<file path="config.mk">
export PLATFORM = sky130hd
export DESIGN_NAME = iter_shift_unit_flat
export DESIGN_NICKNAME = d
export VERILOG_FILES = /design/src/rtl/iter_shift_unit_if.sv /design/src/rtl/iter_shift_unit.sv /design/src/flat_wrapper.sv
export SDC_FILE = /design/constraint.sdc
export NUM_CORES = 1
export LEC_CHECK = 0
export CORE_MARGIN = 2
export CORE_UTILIZATION = 55
export CTS_BUF_LIST = sky130_fd_sc_hd__clkbuf_8 sky130_fd_sc_hd__clkbuf_16
export DETAILED_ROUTE_END_ITERATION = 8
export HOLD_SLACK_MARGIN = 0.06
export PLACE_DENSITY = 0.95
export SYNTH_ARGS = -nofsm -noshare
export SYNTH_HDL_FRONTEND = slang
export SYNTH_SLANG_ARGS = --single-unit
</file>
<file path="constraint.sdc">
create_clock -name clock -period 4 [get_ports clock]
set_input_delay 1.2 -clock clock [delete_from_list [all_inputs] [get_ports clock]]
set_output_delay 1.2 -clock clock [all_outputs]
set_load 0.01 [all_outputs]
</file>
<file path="src/rtl/iter_shift_unit_if.sv">
// Request/response bundle between the control sequencer and iter_shift_unit.
// The carry_out wire exists only when SHIFT_CARRY_EN is defined.
interface iter_shift_unit_if #(
    parameter int WIDTH = 32
);
    logic             start;
    logic [2:0]       op;
    logic [WIDTH-1:0] operand;
    logic [WIDTH-1:0] amount;
    logic             busy;
    logic             done;
    logic [WIDTH-1:0] result;
`ifdef SHIFT_CARRY_EN
    logic             carry_out;

    modport master (output start, op, operand, amount,
                    input  busy, done, result, carry_out);
    modport slave  (input  start, op, operand, amount,
                    output busy, done, result, carry_out);
`else
    modport master (output start, op, operand, amount,
                    input  busy, done, result);
    modport slave  (input  start, op, operand, amount,
                    output busy, done, result);
`endif
endinterface

</file>
<file path="src/rtl/iter_shift_unit.sv">
// Multi-cycle shift/rotate unit: SHR, SHRA, SHL, ROR, ROL, STEP bits per RUN cycle.
// Optional feature macro: SHIFT_CARRY_EN adds carry_out (last bit shifted out).
module iter_shift_unit #(
    parameter int WIDTH = 32,
    parameter int STEP  = 1
) (
    input  logic          clock,
    input  logic          clear,
    iter_shift_unit_if.slave bus
);
    localparam int LW = $clog2(WIDTH);
    localparam int CW = LW + 1;
    localparam logic [CW-1:0]    WIDTH_C = CW'(WIDTH);
    localparam logic [CW-1:0]    STEP_C  = CW'(STEP);
    localparam logic [WIDTH-1:0] WIDTH_W = WIDTH'(WIDTH);

    typedef enum logic [1:0] {IDLE, RUN, DONE} state_t;

    state_t           state, state_n;
    logic [WIDTH-1:0] work, work_sh, result_q;
    logic [2:0]       op_q;
    logic [CW-1:0]    remaining, k, n_eff;
    logic             accept, last;
`ifdef SHIFT_CARRY_EN
    logic             carry_q, carry_sh;
`endif

    // Shift v by kk (1..WIDTH) according to op; unknown ops pass through.
    function automatic logic [WIDTH-1:0] shift_val(input logic [WIDTH-1:0] v,
                                                   input logic [2:0] o,
                                                   input logic [CW-1:0] kk);
        logic [WIDTH-1:0] r;
        case (o)
            3'd0:    r = v >> kk;
            3'd1:    r = $unsigned($signed(v) >>> kk);
            3'd2:    r = v << kk;
            3'd3:    r = (v >> kk) | (v << (WIDTH_C - kk));
            3'd4:    r = (v << kk) | (v >> (WIDTH_C - kk));
            default: r = v;
        endcase
        return r;
    endfunction

`ifdef SHIFT_CARRY_EN
    // Last bit to leave the word when shifting v by kk (kk >= 1).
    function automatic logic carry_bit(input logic [WIDTH-1:0] v,
                                       input logic [2:0] o,
                                       input logic [CW-1:0] kk);
        logic [LW-1:0] ri, li;
        logic          c;
        ri = LW'(kk - CW'(1));
        li = LW'(WIDTH_C - kk);
        case (o)
            3'd0, 3'd1, 3'd3: c = v[ri];
            3'd2, 3'd4:       c = v[li];
            default:          c = 1'b0;
        endcase
        return c;
    endfunction
`endif

    // Effective count: rotates wrap, shifts saturate at WIDTH, pass-through is zero.
    always_comb begin
        n_eff = '0;
        case (bus.op)
            3'd0, 3'd1, 3'd2: n_eff = (bus.amount >= WIDTH_W) ? WIDTH_C : bus.amount[CW-1:0];
            3'd3, 3'd4:       n_eff = {1'b0, bus.amount[LW-1:0]};
            default:          n_eff = '0;
        endcase
    end

    // Per-cycle step size and the shifted working value for this RUN cycle.
    always_comb begin
        k       = (remaining < STEP_C) ? remaining : STEP_C;
        last    = (remaining <= STEP_C);
        accept  = bus.start && (state != RUN);
        work_sh = shift_val(work, op_q, k);
`ifdef SHIFT_CARRY_EN
        carry_sh = carry_bit(work, op_q, k);
`endif
    end

    // State register.
    always_ff @(posedge clock) begin
        if (clear) state <= IDLE;
        else       state <= state_n;
    end

    // Next-state logic; start during RUN is simply not looked at.
    always_comb begin
        state_n = state;
        case (state)
            IDLE, DONE: begin
                if (bus.start) state_n = (n_eff != '0) ? RUN : DONE;
                else           state_n = IDLE;
            end
            RUN:     if (last) state_n = DONE;
            default: state_n = IDLE;
        endcase
    end

    // Datapath: capture at acceptance, shift in RUN, publish result on entry to DONE.
    always_ff @(posedge clock) begin
        if (clear) begin
            work      <= '0;
            op_q      <= '0;
            remaining <= '0;
            result_q  <= '0;
`ifdef SHIFT_CARRY_EN
            carry_q   <= 1'b0;
`endif
        end else if (accept) begin
            work      <= bus.operand;
            op_q      <= bus.op;
            remaining <= n_eff;
            if (n_eff == '0) begin
                result_q <= bus.operand;
`ifdef SHIFT_CARRY_EN
                carry_q  <= 1'b0;
`endif
            end
        end else if (state == RUN) begin
            work      <= work_sh;
            remaining <= remaining - k;
            if (last) begin
                result_q <= work_sh;
`ifdef SHIFT_CARRY_EN
                carry_q  <= carry_sh;
`endif
            end
        end
    end

    assign bus.busy   = (state == RUN);
    assign bus.done   = (state == DONE);
    assign bus.result = result_q;
`ifdef SHIFT_CARRY_EN
    assign bus.carry_out = carry_q;
`endif
endmodule

</file>
<file path="src/flat_wrapper.sv">
// flat-port wrapper written by rule: the top's interface ports become plain ports
module iter_shift_unit_flat 
#(
    parameter int WIDTH = 32,
    parameter int STEP  = 1
)
  (clock, clear, bus_start, bus_op, bus_operand, bus_amount, bus_busy, bus_done, bus_result);
  iter_shift_unit_if #(.WIDTH(WIDTH)) bus_i ();
  input  logic clock;
  input  logic clear;
  input wire logic [$bits(bus_i.start)-1:0] bus_start;
  input wire logic [$bits(bus_i.op)-1:0] bus_op;
  input wire logic [$bits(bus_i.operand)-1:0] bus_operand;
  input wire logic [$bits(bus_i.amount)-1:0] bus_amount;
  output wire logic [$bits(bus_i.busy)-1:0] bus_busy;
  output wire logic [$bits(bus_i.done)-1:0] bus_done;
  output wire logic [$bits(bus_i.result)-1:0] bus_result;
  assign bus_i.start = bus_start;
  assign bus_i.op = bus_op;
  assign bus_i.operand = bus_operand;
  assign bus_i.amount = bus_amount;
  assign bus_busy = bus_i.busy;
  assign bus_done = bus_i.done;
  assign bus_result = bus_i.result;
  iter_shift_unit #(.WIDTH(WIDTH), .STEP(STEP)) u_core (.clock(clock), .clear(clear), .bus(bus_i));
endmodule
</file>
# [Yosys cells after proc, flatten, opt, wreduce, memory -nomap -nowiden]
# Index checks and enable logic that the tools add are counted.
[word_totals] input_bits=70 out_inout_bits=34 wordCells=58 register_bits=75
[op_classes] shifts=5 addsub=2 n_eq_ne=13 magnitude_cmp=3 mux=16 n_reduce_logical=12 n_bitwise=2
[ops] op="$mux 32" n=6
[ops] op="$pmux 32 s5" n=1
[ops] op="$or 32x32->32" n=2
[ops] op="$shl 32x6->32" n=2
[ops] op="$shr 32x6->32" n=2
[ops] op="$ge 32x6->1 const B" n=1
[ops] op="$sshr 32x6->32" n=1
[ops] op="$mux 6" n=4
[ops] op="$eq 3x2->1 const B" n=4
[ops] op="$pmux 6 s2" n=1
[ops] op="$eq 3x1->1 const B" n=2
[ops] op="$eq 3x3->1 const B" n=2
[ops] op="$le 6x1->1 const B" n=1
[ops] op="$logic_not 3->1" n=2
[ops] op="$logic_not 6->1" n=1
[ops] op="$lt 6x1->1 const B" n=1
[ops] op="$mux 2" n=3
[ops] op="$reduce_bool 6->1" n=1
[ops] op="$sub 6x6->6" n=1
[ops] op="$sub 6x6->6 const A" n=1
[ops] op="$ne 2x1->1 const B" n=2
[ops] op="$pmux 2 s2" n=1
[ops] op="$reduce_bool 2->1" n=2
[ops] op="$reduce_or 2->1" n=2
[ops] op="other kinds (7)" n=7

# [Longest topological paths before layout]
# Gate-level depths: netlist of run 1.
[depth] ltp_word=9 mapped_depth=8 mapped_depth_nobuf=8

# [Least setup slack after synthesis of run 1]
# No wires, ideal clock.
[synth_path] path_type="input to register" start="input bus_amount[1]" end="register u_core.result_q[0], in the netlist u_core.bus.result[0]" required_ns=3.928 setup_ns=0.072 cell_stages=6 slack_ns=1.499 t_arrival_ns=2.430 path_buffers=2 cell_sequence="or4_4 > o21ai_2 > o31a_1 > buf_6 > buf_12 > mux2i_1"
[synth_between] elab_chain_cells=6
[synth_rtl] item="from (decl)" line_no="flat_wrapper.sv:14" rtl="input wire logic [$bits(bus_i.amount)-1:0] bus_amount;"
[synth_rtl] item="$ge 32x6->1" line_no="iter_shift_unit.sv:66" rtl="3'd0, 3'd1, 3'd2: n_eff = (bus.amount >= WIDTH_W) ? WIDTH_C : bus.amount[CW-1:0];"
[synth_rtl] item="$mux 6" line_no="iter_shift_unit.sv:66"
[synth_rtl] item="$pmux 6 s2 *" line_no="iter_shift_unit.sv:65" rtl="case (bus.op)"
[synth_rtl] item="$logic_not 6->1 *" line_no="iter_shift_unit.sv:116" rtl="if (n_eff == '0) begin"
[synth_rtl] item="$ne 2x2->1 (no line) *"
[synth_rtl] item="$reduce_and 3->1 (no line) *"
[synth_rtl] item="to (signal assigned)" line_no="iter_shift_unit.sv:117" rtl="result_q <= bus.operand;"
[synth_rtl] item="to (signal assigned)" line_no="iter_shift_unit.sv:126" rtl="result_q <= work_sh;"
[synth_rtl] item="to (decl)" line_no="iter_shift_unit.sv:20" rtl="logic [WIDTH-1:0] work, work_sh, result_q;"
# Every way passes the cells marked *; elsewhere a longest branch is shown, timed or not.
# A chain may end at the register's enable or synchronous reset.

# [Worst setup path after layout of run 1]
[layout_path] start="register u_core.state[1]" end="output bus_busy"
[layout_between] elab_chain_cells=1
[layout_rtl] item="from (decl)" line_no="iter_shift_unit.sv:19" rtl="state_t state, state_n;"
[layout_rtl] item="from (signal assigned)" line_no="iter_shift_unit.sv:86" rtl="else state <= state_n;"
[layout_rtl] item="$eq 2x1->1" line_no="iter_shift_unit.sv:134" rtl="assign bus.busy = (state == RUN);"
[layout_rtl] item="to (decl)" line_no="flat_wrapper.sv:15" rtl="output wire logic [$bits(bus_i.busy)-1:0] bus_busy;"
# No other way between the ends.

==> results of run 1 <==
-- state kept, by name (all words and copies together) (netlist names) --
name               count
u_core.remaining       6
u_core.work           32
u_core.bus.result     32
u_core.state           2
u_core.op_q            3
-- path summary, 6_finish.rpt --
path / startpoint / end / slack, ns / cells after the start
worst max register to register: u_core.state[1] / u_core.work[2] / 1.42 / 6
worst min register to register: u_core.bus.result[27] / u_core.bus.result[27] / 0.46 / 2
worst min-delay path: u_core.bus.result[27] / u_core.bus.result[27] / 0.46 / 2
worst max-delay path: u_core.state[1] / bus_busy / 0.63 / 3
-- synth_stat cells, types with 9 or more instances --
cell / count / area share, %
sky130_fd_sc_hd__buf_2: 19 / 2.1
sky130_fd_sc_hd__clkbuf_1: 16 / 1.3
sky130_fd_sc_hd__nand3b_1: 18 / 3.0
sky130_fd_sc_hd__nor3_1: 64 / 7.1
sky130_fd_sc_hd__o2111ai_1: 63 / 12
sky130_fd_sc_hd__o21ai_1: 19 / 2.1
sky130_fd_sc_hd__a21oi_1: 44 / 4.9
sky130_fd_sc_hd__nand3b_2: 12 / 3.0
sky130_fd_sc_hd__nor4_1: 9 / 1.2
sky130_fd_sc_hd__o21ai_0: 20 / 2.2
sky130_fd_sc_hd__nand2_1: 76 / 6.3
sky130_fd_sc_hd__mux2i_1: 32 / 7.1
sky130_fd_sc_hd__dfxtp_1: 75 / 33
-- power by group --
part	internal (µW)	total, µW	switching, µW
clock	235	520	284
sequential	846	933	86.5
combinational	387	837	450
total	1470	2290	820
-- final cells by class --
| type | count | area, µm² | area share (%) |
|---|---|---|---|
| multi-input combinational | 409 | 2621 | 46.99 |
| sequential | 75 | 1501 | 26.92 |
| timing repair buffer | 115 | 1134 | 20.32 |
| clock buffer | 10 | 137.6 | 2.467 |
| tap | 105 | 131.4 | 2.355 |
| clock inverter | 5 | 30.03 | 0.5384 |
| inverter | 6 | 22.52 | 0.4038 |
-- worst reg2reg max path, delay by kind of cell (launching register included) --
family                 cells  cell delay (ns)
AO/OA/AOI/OAI              1             0.13
buffers and inverters      2             0.76
AND/OR/NAND/NOR            3             1.29
flip-flops                 1             0.32
-- cell usage in the layout, fill, tap and decap left out, types with 2 or more instances in the layout --
| master | netlist | layout |
|---|---|---|
| sky130_fd_sc_hd__nor2_1 | 8 | 7 |
| sky130_fd_sc_hd__o32ai_1 | 2 | 2 |
| sky130_fd_sc_hd__nand3b_1 | 18 | 18 |
| sky130_fd_sc_hd__nand2b_1 | 3 | 3 |
| sky130_fd_sc_hd__a31oi_1 | 3 | 3 |
| sky130_fd_sc_hd__clkinv_2 | 0 | 3 |
| sky130_fd_sc_hd__nor4b_1 | 2 | 2 |
| sky130_fd_sc_hd__inv_1 | 4 | 4 |
| sky130_fd_sc_hd__o2111ai_1 | 63 | 63 |
| sky130_fd_sc_hd__dfxtp_1 | 75 | 75 |
| sky130_fd_sc_hd__o21ai_1 | 19 | 19 |
| sky130_fd_sc_hd__o21ai_0 | 20 | 20 |
| sky130_fd_sc_hd__clkbuf_8 | 8 | 10 |
| sky130_fd_sc_hd__nor4_1 | 9 | 9 |
| sky130_fd_sc_hd__buf_4 | 2 | 11 |
| sky130_fd_sc_hd__nand3b_2 | 12 | 12 |
| sky130_fd_sc_hd__clkdlybuf4s50_1 | 0 | 103 |
| sky130_fd_sc_hd__nand2_1 | 76 | 76 |
| sky130_fd_sc_hd__clkinvlp_4 | 0 | 2 |
| sky130_fd_sc_hd__o21ai_2 | 3 | 3 |
| sky130_fd_sc_hd__mux2i_1 | 32 | 32 |
| sky130_fd_sc_hd__nand3_1 | 7 | 7 |
| sky130_fd_sc_hd__nor3_1 | 64 | 64 |
| sky130_fd_sc_hd__a21oi_1 | 44 | 44 |
-- metrics by stage --
step	power, µW	setup WS [ns]	instance area (µm²)	hold WS [ns]	instances
detailed placement	1770	0.6485	5410	0.4485	710
global placement	1726	0.7471	5410	0.4435	710
finish	2290	0.6262	5578	0.4575	725
CTS	2278	0.6392	5578	0.4615	725
floorplan	1518	1.499	4529	0.4456	545
global route	2413	0.5183	5578	0.4799	725
-- kinds of logic (layout without fill, tap and decap cells) --
logic type | count (synthesis) | count (layout) | synth area share (%)
AOI/OAI and AO/OA | 165 | 165 | 25.08
xor gates and xnor gates | 1 | 1 | 0.1934
adders and majority gates | 1 | 1 | 0.2762
buffers and inverters | 61 | 136 | 9.392
DFF | 75 | 75 | 33.15
muxes | 32 | 32 | 7.072
and+or+nand+nor | 210 | 210 | 24.83
-- layer usage --
metal / wire (µm) / part of all wire (%) / up-vias / GRT usage, %
met4: 301 / 2.5 / 0 / 11.47
met2: 6100 / 50 / 273 / 46.87
li1: - / - / 2231 / -
met5: 0 / 0 / - / 0
met3: 1005 / 8.2 / 42 / 4.549
met1: 4841 / 40 / 2186 / 34.82
==> results.tsv, run 1 <==
metric	value	unit
critPathKind	register to primary output	
report.final.hold_viol_count	0	
relSlewSlack	17.09	%
antenna_found_initial	0	
share_of_the_clock_period_used_by_the_worst_path_after_layout	84.35	%
final_core_utilization	68.92	%
ys_ff_latch	75	
drive_above_1_share	8.871	%
yosys_warnings	0	
critical_path.endpoint_type	primary output	
first_global_vias	4380	
max_cap_viol_count	0	
synth_area	4529	µm²
die_span_in_x	94.75	µm
globalplace.congestion	0.9239	
post_cts_buffers	0	
rows	33	
core_area	8093	µm²
antenna_cells_inserted	0	
outcome	completed	
worst_ep_arrival_time	2.17	ns
cts.sink_count	75	
total_global_routing_overflow	0	
detail_route.drc_violations	0	
cts_htree_levels	3	
cts_made_buffers	9	
tritoncts_clock_tree	built	
timing.final.crit_period	3.374	ns
clockBufferDepth	2	
initial_utilization	55.97	%
hold_buffers	0	
syn-num-nets	616	
vias_per_cell	6.527	
synth_enable_flop_cells	0	
drt_pass1_iterations	7	
numPortBuffers	103	
syn-instance-count	545	
cts.reportedPaths.clkPinSlew	0.07	ns
clockRootBuffer	sky130_fd_sc_hd__clkbuf_8	
setup_tns	0	ns
timing_worst_slew_pin_value	1.238	ns
total_number_of_vias	4732	
vdd.ir_drop.worst	0.0002225	V
synth_async_sr_flop_share	0	%
dp.final_hpwl	8153	µm
setup_viol	0	
synth_seq_area_share	33.15	%
postRouteWirelength	12250	µm
die_h	94.75	µm
slowest_delay	0.58	ns
yosys_most_used_dff	sky130_fd_sc_hd__dfxtp_1	
critPathRequiredTime	2.80	ns
clk_lat_worst_skew	0.35	ns
critPathBufInv	2	
max_freq	0.2964	GHz
filler_cells_inserted	645	
detail_route.iter0.violations	414	
synthDistinctLibCells	53	
power.static_leakage	0.001868	µW
grt_use_total	27.65	%
die_area	8977	µm²
hold_wc_path_type	register to register	
family_of_cells_with_the_greatest_summed_delay_on_the_critical_path	buffers and inverters	
grt_first_pass_wirelength	20130	µm
detail_route.wl_per_cell	16.89	µm
worstPathCellList	nand2b_1 -> clkinv_1 -> clkdlybuf4s50_1	
startpoint_type	register	
timing_max_transition_violations_final	0	
power.density	410.5	nW/µm²
unrepaired_setup_endpoints_after_global_routing	no	
finalClockSkew	0.009484	ns
post_synth.cell_area_avg	8.311	µm²
cts_repair_resize_count	0	
critical_path.max_fanout	16	
slowest_stage	sky130_fd_sc_hd__clkdlybuf4s50_1	
postRouteAntennaNets	0	
layout-area-overhead-vs-synth	23.15	%
nNetsFinal	687	
io_pins	104	
grt_max_degree	103	
(Power assumes the default switching activity.)
==> run 2: changes to the inputs <==
--- a/config.mk
+++ b/config.mk
@@ -6,11 +6,11 @@
 export NUM_CORES = 1
 export LEC_CHECK = 0
 export CORE_MARGIN = 2
-export CORE_UTILIZATION = 55
+export CORE_UTILIZATION = 46
 export CTS_BUF_LIST = sky130_fd_sc_hd__clkbuf_8 sky130_fd_sc_hd__clkbuf_16
 export DETAILED_ROUTE_END_ITERATION = 8
 export HOLD_SLACK_MARGIN = 0.06
-export PLACE_DENSITY = 0.95
+export PLACE_DENSITY = 0.88
 export SYNTH_ARGS = -nofsm -noshare
 export SYNTH_HDL_FRONTEND = slang
 export SYNTH_SLANG_ARGS = --single-unit
==> constraint.sdc (replaced) <==
create_clock -name clock -period 2.9 [get_ports clock]
set_input_delay 0.87 -clock clock [delete_from_list [all_inputs] [get_ports clock]]
set_output_delay 0.87 -clock clock [all_outputs]
set_load 0.01 [all_outputs]
==> run 2 against run 1 <==
Core utilization is 9.8 points lower. Highest routed layer unchanged. Cell area is 2.7% higher. Critical path type unchanged. Global-route usage is 4.8 points lower. Clock-buffer cell count is 1 lower. Register-to-register slack worse by 0.69 ns.
==> results.tsv, run 2 (synthesis gave the netlist of run 1 again) <==
metric	value	unit	change
cp-startpoint	u_core.state[1]		
tritoncts_clock_tree	built		
clockBufferDepth	2		unchanged
setup_tns	0	ns	unchanged
total_number_of_vias	4729		-0.063%
core_area	9684	µm²	+20%
die_span_in_x	103.2	µm	+9.0%
report.final.hold_viol_count	0		unchanged
layout-area-overhead-vs-synth	26.46	%	
cts_htree_levels	3		unchanged
dp_cells	745		+4.9%
antenna_found_initial	0		unchanged
worst_ep_arrival_time	1.60	ns	-0.57 ns
hold_buffers	0		unchanged
post_cts_buffers	0		unchanged
family_of_cells_with_the_greatest_summed_delay_on_the_critical_path	buffers and inverters		
total_power	3252	µW	+42%
nNetsFinal	694		+1.0%
drive_above_1_share	9.873	%	+1.0 points
layout.cells.non_filler	761		+5.0%
power.static_leakage	0.001929	µW	+3.3%
slowest_delay	0.57	ns	about the same
cts.reportedPaths.clkPinSlew	0.09	ns	+0.02 ns
finalClockSkew	0.01773	ns	+0.008249 ns
detail_route.wl_per_cell	16.13	µm	-4.5%
grt_use_total	22.81	%	-4.8 points
power.density	567.8	nW/µm²	+38%
slowest_stage	sky130_fd_sc_hd__clkdlybuf4s50_1		
outcome	completed		
grt_first_pass_wirelength	19610	µm	-2.6%
io_pins	104		unchanged
antenna_cells_inserted	0		unchanged
postRouteAntennaNets	0		unchanged
first_global_vias	4367		-0.30%
cts_made_buffers	9		unchanged
grt_max_degree	103		unchanged
top_library_cells_by_usage_in_the_layout_fill_and_taps_aside	sky130_fd_sc_hd__clkdlybuf4s50_1, sky130_fd_sc_hd__nand2_1, sky130_fd_sc_hd__dfxtp_1		
cts_repair_resize_count	0		unchanged
max_freq	0.4054	GHz	
filler_cells_inserted	825		+28%
timing.hold.worst.start	u_core.bus.result[10]		
unrepaired_setup_endpoints_after_global_routing	no		
rows	36		+9.1%
postRouteWirelength	12280	µm	+0.24%
max_cap_viol_count	0		unchanged
initial_utilization	46.77	%	-9.2 points
critPathBufInv	2		unchanged
vias_per_cell	6.214		-4.8%
detail_route.iter0.violations	592		+43%
drt_pass1_iterations	7		unchanged
total_global_routing_overflow	0		unchanged
timing_worst_slew_pin_value	0.6899	ns	-0.5481 ns
dp.final_hpwl	8170	µm	+0.20%
share_of_the_clock_period_used_by_the_worst_path_after_layout	85.06	%	
layout.cells.most_common	sky130_fd_sc_hd__clkdlybuf4s50_1		
globalplace.congestion	0.9188		-0.55%
numPortBuffers	103		unchanged
critPathRequiredTime	2.03	ns	-0.77 ns
hold_wc_path_type	register to register		
critical_path.max_fanout	9		-7
die_h	103.2	µm	+9.0%
timing.final.crit_period	2.467	ns	
relSlewSlack	53.78	%	+37 points
setup_viol	0		unchanged
r2r-start	u_core.op_q[2]		
final_std_cell_area_no_fill	5728	µm²	+2.7%
placement.cell_area	5535	µm²	+2.3%
detail_route.drc_violations	0		unchanged
die_area	10660	µm²	+19%
clk_lat_worst_skew	0.36	ns	about the same
critPathKind	register to primary output		
post-route-worst-setup-slack	0.4332	ns	-0.1930 ns
critical_path.endpoint_type	primary output		
timing_max_transition_violations_final	0		unchanged
worstPathCellList	nand2b_1 -> clkinv_1 -> clkdlybuf4s50_1		
vdd.ir_drop.worst	0.0002951	V	+33%
dpl_worst_slack	0.1709	ns	-0.4777 ns
startpoint_type	register		
cts.sink_count	75		unchanged
clockRootBuffer	sky130_fd_sc_hd__clkbuf_8		
==> run 2: report_power, final <==
part	leakage [µW]	internal (µW)	switching, µW
combinational	0.00121	554	611
sequential	0.000616	1170	123
clock	0.000101	396	401
total	0.00193	2120	1130
==> run 2: area by class of cell <==
type | instances | area, µm² | share of cell area [%]
Sequential cell | 75 | 1501 | 26.21
Clock inverter | 7 | 68.82 | 1.201
Multi-Input combinational cell | 409 | 2621 | 45.76
Tap cell | 133 | 166.4 | 2.905
Inverter | 6 | 22.52 | 0.3932
Clock buffer | 9 | 123.9 | 2.163
Timing Repair Buffer | 122 | 1224 | 21.36
==> run 2: worst min-delay path, cell delays in order (launching register included) <==
cell and delay [ns]:
sky130_fd_sc_hd__dfxtp_1 0.32, sky130_fd_sc_hd__nand2_1 0.05, sky130_fd_sc_hd__mux2i_1 0.05
==> run 2: metal layers <==
layer  GRT usage (%)  up-vias  wire length (µm)
met5               0        -                 0
met2           38.56      237              5965
li1                -     2242                 -
met3           4.435       21              1019
met1           28.71     2229              5108
met4           9.008        0               184
==> run 2: final timing paths <==
| path | to | slack [ns] | cells past startpoint |
|---|---|---|---|
| min | u_core.bus.result[10] | 0.46 | 2 |
| min reg2reg | u_core.bus.result[10] | 0.46 | 2 |
| max reg2reg | u_core.bus.result[13] | 0.73 | 6 |
| max | bus_busy | 0.43 | 3 |
==> run 2: metrics by stage <==
step	util, %	hold slack (ns)
6_report	59.15	0.4592
5_1_grt	59.15	0.4767
4_1_cts	59.15	0.4635
3_5_place_dp	57.16	0.4468
3_3_place_gp	57.16	0.4453
2_1_floorplan	-	0.4456
==> run 3: changes to the inputs <==
--- a/config.mk
+++ b/config.mk
@@ -9,8 +9,10 @@
 export CORE_UTILIZATION = 46
 export CTS_BUF_LIST = sky130_fd_sc_hd__clkbuf_8 sky130_fd_sc_hd__clkbuf_16
 export DETAILED_ROUTE_END_ITERATION = 8
+export GPL_TIMING_DRIVEN = 0
 export HOLD_SLACK_MARGIN = 0.06
 export PLACE_DENSITY = 0.88
+export SLEW_MARGIN = 30
 export SYNTH_ARGS = -nofsm -noshare
 export SYNTH_HDL_FRONTEND = slang
 export SYNTH_SLANG_ARGS = --single-unit
==> run 3 against run 2 <==
Core utilization up 2.1 points. Sequential share of layout area shrank 0.92 points. Sequential power barely moved. First-iteration DRC count fell by 25%. Cell area up 3.6%. Register-to-register slack better by 0.18 ns. Global-route usage is 2.9 points higher. Critical endpoint unchanged. Largest power group unchanged.
==> results.tsv, run 3 (synthesis gave the netlist of run 1 again) <==
metric	value	unit	change
outcome	completed		
postRouteWirelength	13660	µm	+11%
critical_path.endpoint_type	primary output		
power.static_leakage	0.002057	µW	+6.6%
cts_made_buffers	9		unchanged
clk_lat_worst_skew	0.35	ns	about the same
hold_wc_path_type	register to register		
detail_route.wl_per_cell	17.16	µm	+6.3%
relSlewSlack	62.57	%	+8.8 points
vias_per_cell	6.172		-0.68%
antenna_cells_inserted	0		unchanged
timing.final.crit_period	2.567	ns	+0.1005 ns
globalplace.congestion	0.8879		-3.4%
cts_htree_levels	3		unchanged
route.met2.wl	6652	µm	+12%
max_cap_viol_count	0		unchanged
drive_above_1_share	11.16	%	+1.3 points
cts.sink_count	75		unchanged
report.final.hold_viol_count	0		unchanged
routed-wl-met3	1090	µm	+7.0%
worst_ep_arrival_time	1.70	ns	+0.10 ns
dp.final_hpwl	10170	µm	+24%
clockBufferDepth	2		unchanged
dp_cells	780		+4.7%
finalClockSkew	0.01429	ns	-0.003445 ns
setup_tns	0	ns	unchanged
max_freq	0.3895	GHz	-3.9%
post_cts_buffers	0		unchanged
top_library_cells_by_usage_in_the_layout_fill_and_taps_aside	sky130_fd_sc_hd__clkdlybuf4s50_1, sky130_fd_sc_hd__nand2_1, sky130_fd_sc_hd__dfxtp_1		
power.density	577.6	nW/µm²	+1.7%
layout.cells.most_common	sky130_fd_sc_hd__clkdlybuf4s50_1		
grt_first_pass_wirelength	21960	µm	+12%
timing_worst_slew_pin_value	0.5615	ns	-0.1284 ns
unrepaired_setup_endpoints_after_global_routing	no		
initial_utilization	46.77	%	unchanged
highest_metal_layer_used_by_the_detailed_router	met4		
share_of_the_clock_period_used_by_the_worst_path_after_layout	88.53	%	+3.5 points
drt_pass1_iterations	5		-2
postRouteAntennaNets	0		unchanged
hold_buffers	0		unchanged
timing.hold.ws	0.4595	ns	+0.0003210 ns
tritoncts_clock_tree	built		
timing_max_transition_violations_final	0		unchanged
cts_repair_resize_count	0		unchanged
grt_max_degree	13		-87%
setup_viol	0		unchanged
die_h	103.2	µm	unchanged
clockRootBuffer	sky130_fd_sc_hd__clkbuf_8		
rows	36		unchanged
filler_cells_inserted	845		+2.4%
wirelength_met1	5563	µm	+8.9%
first_global_vias	4702		+7.7%
total_number_of_vias	4913		+3.9%
critPathKind	register to primary output		
detail_route.drc_violations	0		unchanged
grt_use_total	25.74	%	+2.9 points
io_pins	104		unchanged
total_global_routing_overflow	0		unchanged
critical_path.max_fanout	9		unchanged
nNetsFinal	729		+5.0%
cts.reportedPaths.clkPinSlew	0.08	ns	about the same
antenna_found_initial	0		unchanged
critPathRequiredTime	2.03	ns	about the same
numPortBuffers	102		-0.97%
startpoint_type	register		
layout.cells.non_filler	796		+4.6%
layout-area-overhead-vs-synth	31.05	%	
vdd.ir_drop.worst	0.0004007	V	+36%
final_core_utilization	61.29	%	+2.1 points
core_area	9684	µm²	unchanged
detail_route.iter0.violations	444		-25%
die_area	10660	µm²	unchanged
die_span_in_x	103.2	µm	unchanged
run 3: cell type report:
cell class / instances / area, µm² / share of cell area, %
Tap cell: 133 / 166.4 / 2.804
Multi-Input combinational cell: 409 / 2603 / 43.84
Buffer: 55 / 402.9 / 6.788
Inverter: 6 / 22.52 / 0.3794
Sequential cell: 75 / 1501 / 25.30
Clock inverter: 6 / 81.33 / 1.370
Timing Repair Buffer: 102 / 1021 / 17.20
Clock buffer: 10 / 137.6 / 2.319
run 3: per-stage QoR:
stage / worst slack (ns) / instance area, µm² / total power, µW
detailed placement: 0.1149 / 5717 / 2529
global placement: 0.1469 / 5717 / 2486
floorplan: 0.7288 / 4529 / 2094
CTS: 0.3222 / 5936 / 3419
global route: 0.1976 / 5936 / 3609
finish: 0.3327 / 5936 / 3428
run 3: metal layers:
metal	up-vias	GRT usage (%)
li1	2304	-
met1	2286	32.63
met2	272	44.51
met3	51	4.368
met4	0	8.502
met5	-	0
run 3: final timing paths:
check	startpoint	endpoint	slack, ns	cells past startpoint
setup / recovery	u_core.state[1]	bus_busy	0.33	4
hold / removal	u_core.bus.result[14]	u_core.bus.result[14]	0.46	2
setup reg to reg	u_core.state[1]	u_core.bus.result[7]	0.91	7
hold reg to reg	u_core.bus.result[14]	u_core.bus.result[14]	0.46	2
run 3: worst max-delay path, cell delays in order (launching register included):
cell and delay (ns):
sky130_fd_sc_hd__dfxtp_1 0.32, sky130_fd_sc_hd__nand2b_1 0.09, sky130_fd_sc_hd__clkbuf_4 0.18, sky130_fd_sc_hd__clkinv_1 0.21
sky130_fd_sc_hd__clkdlybuf4s50_1 0.55
run 3: power by group:
group	internal (µW)	switching, µW	total (µW)
Sequential	1170	112	1280
Clock	503	394	896
Combinational	592	661	1250
Total	2260	1170	3430
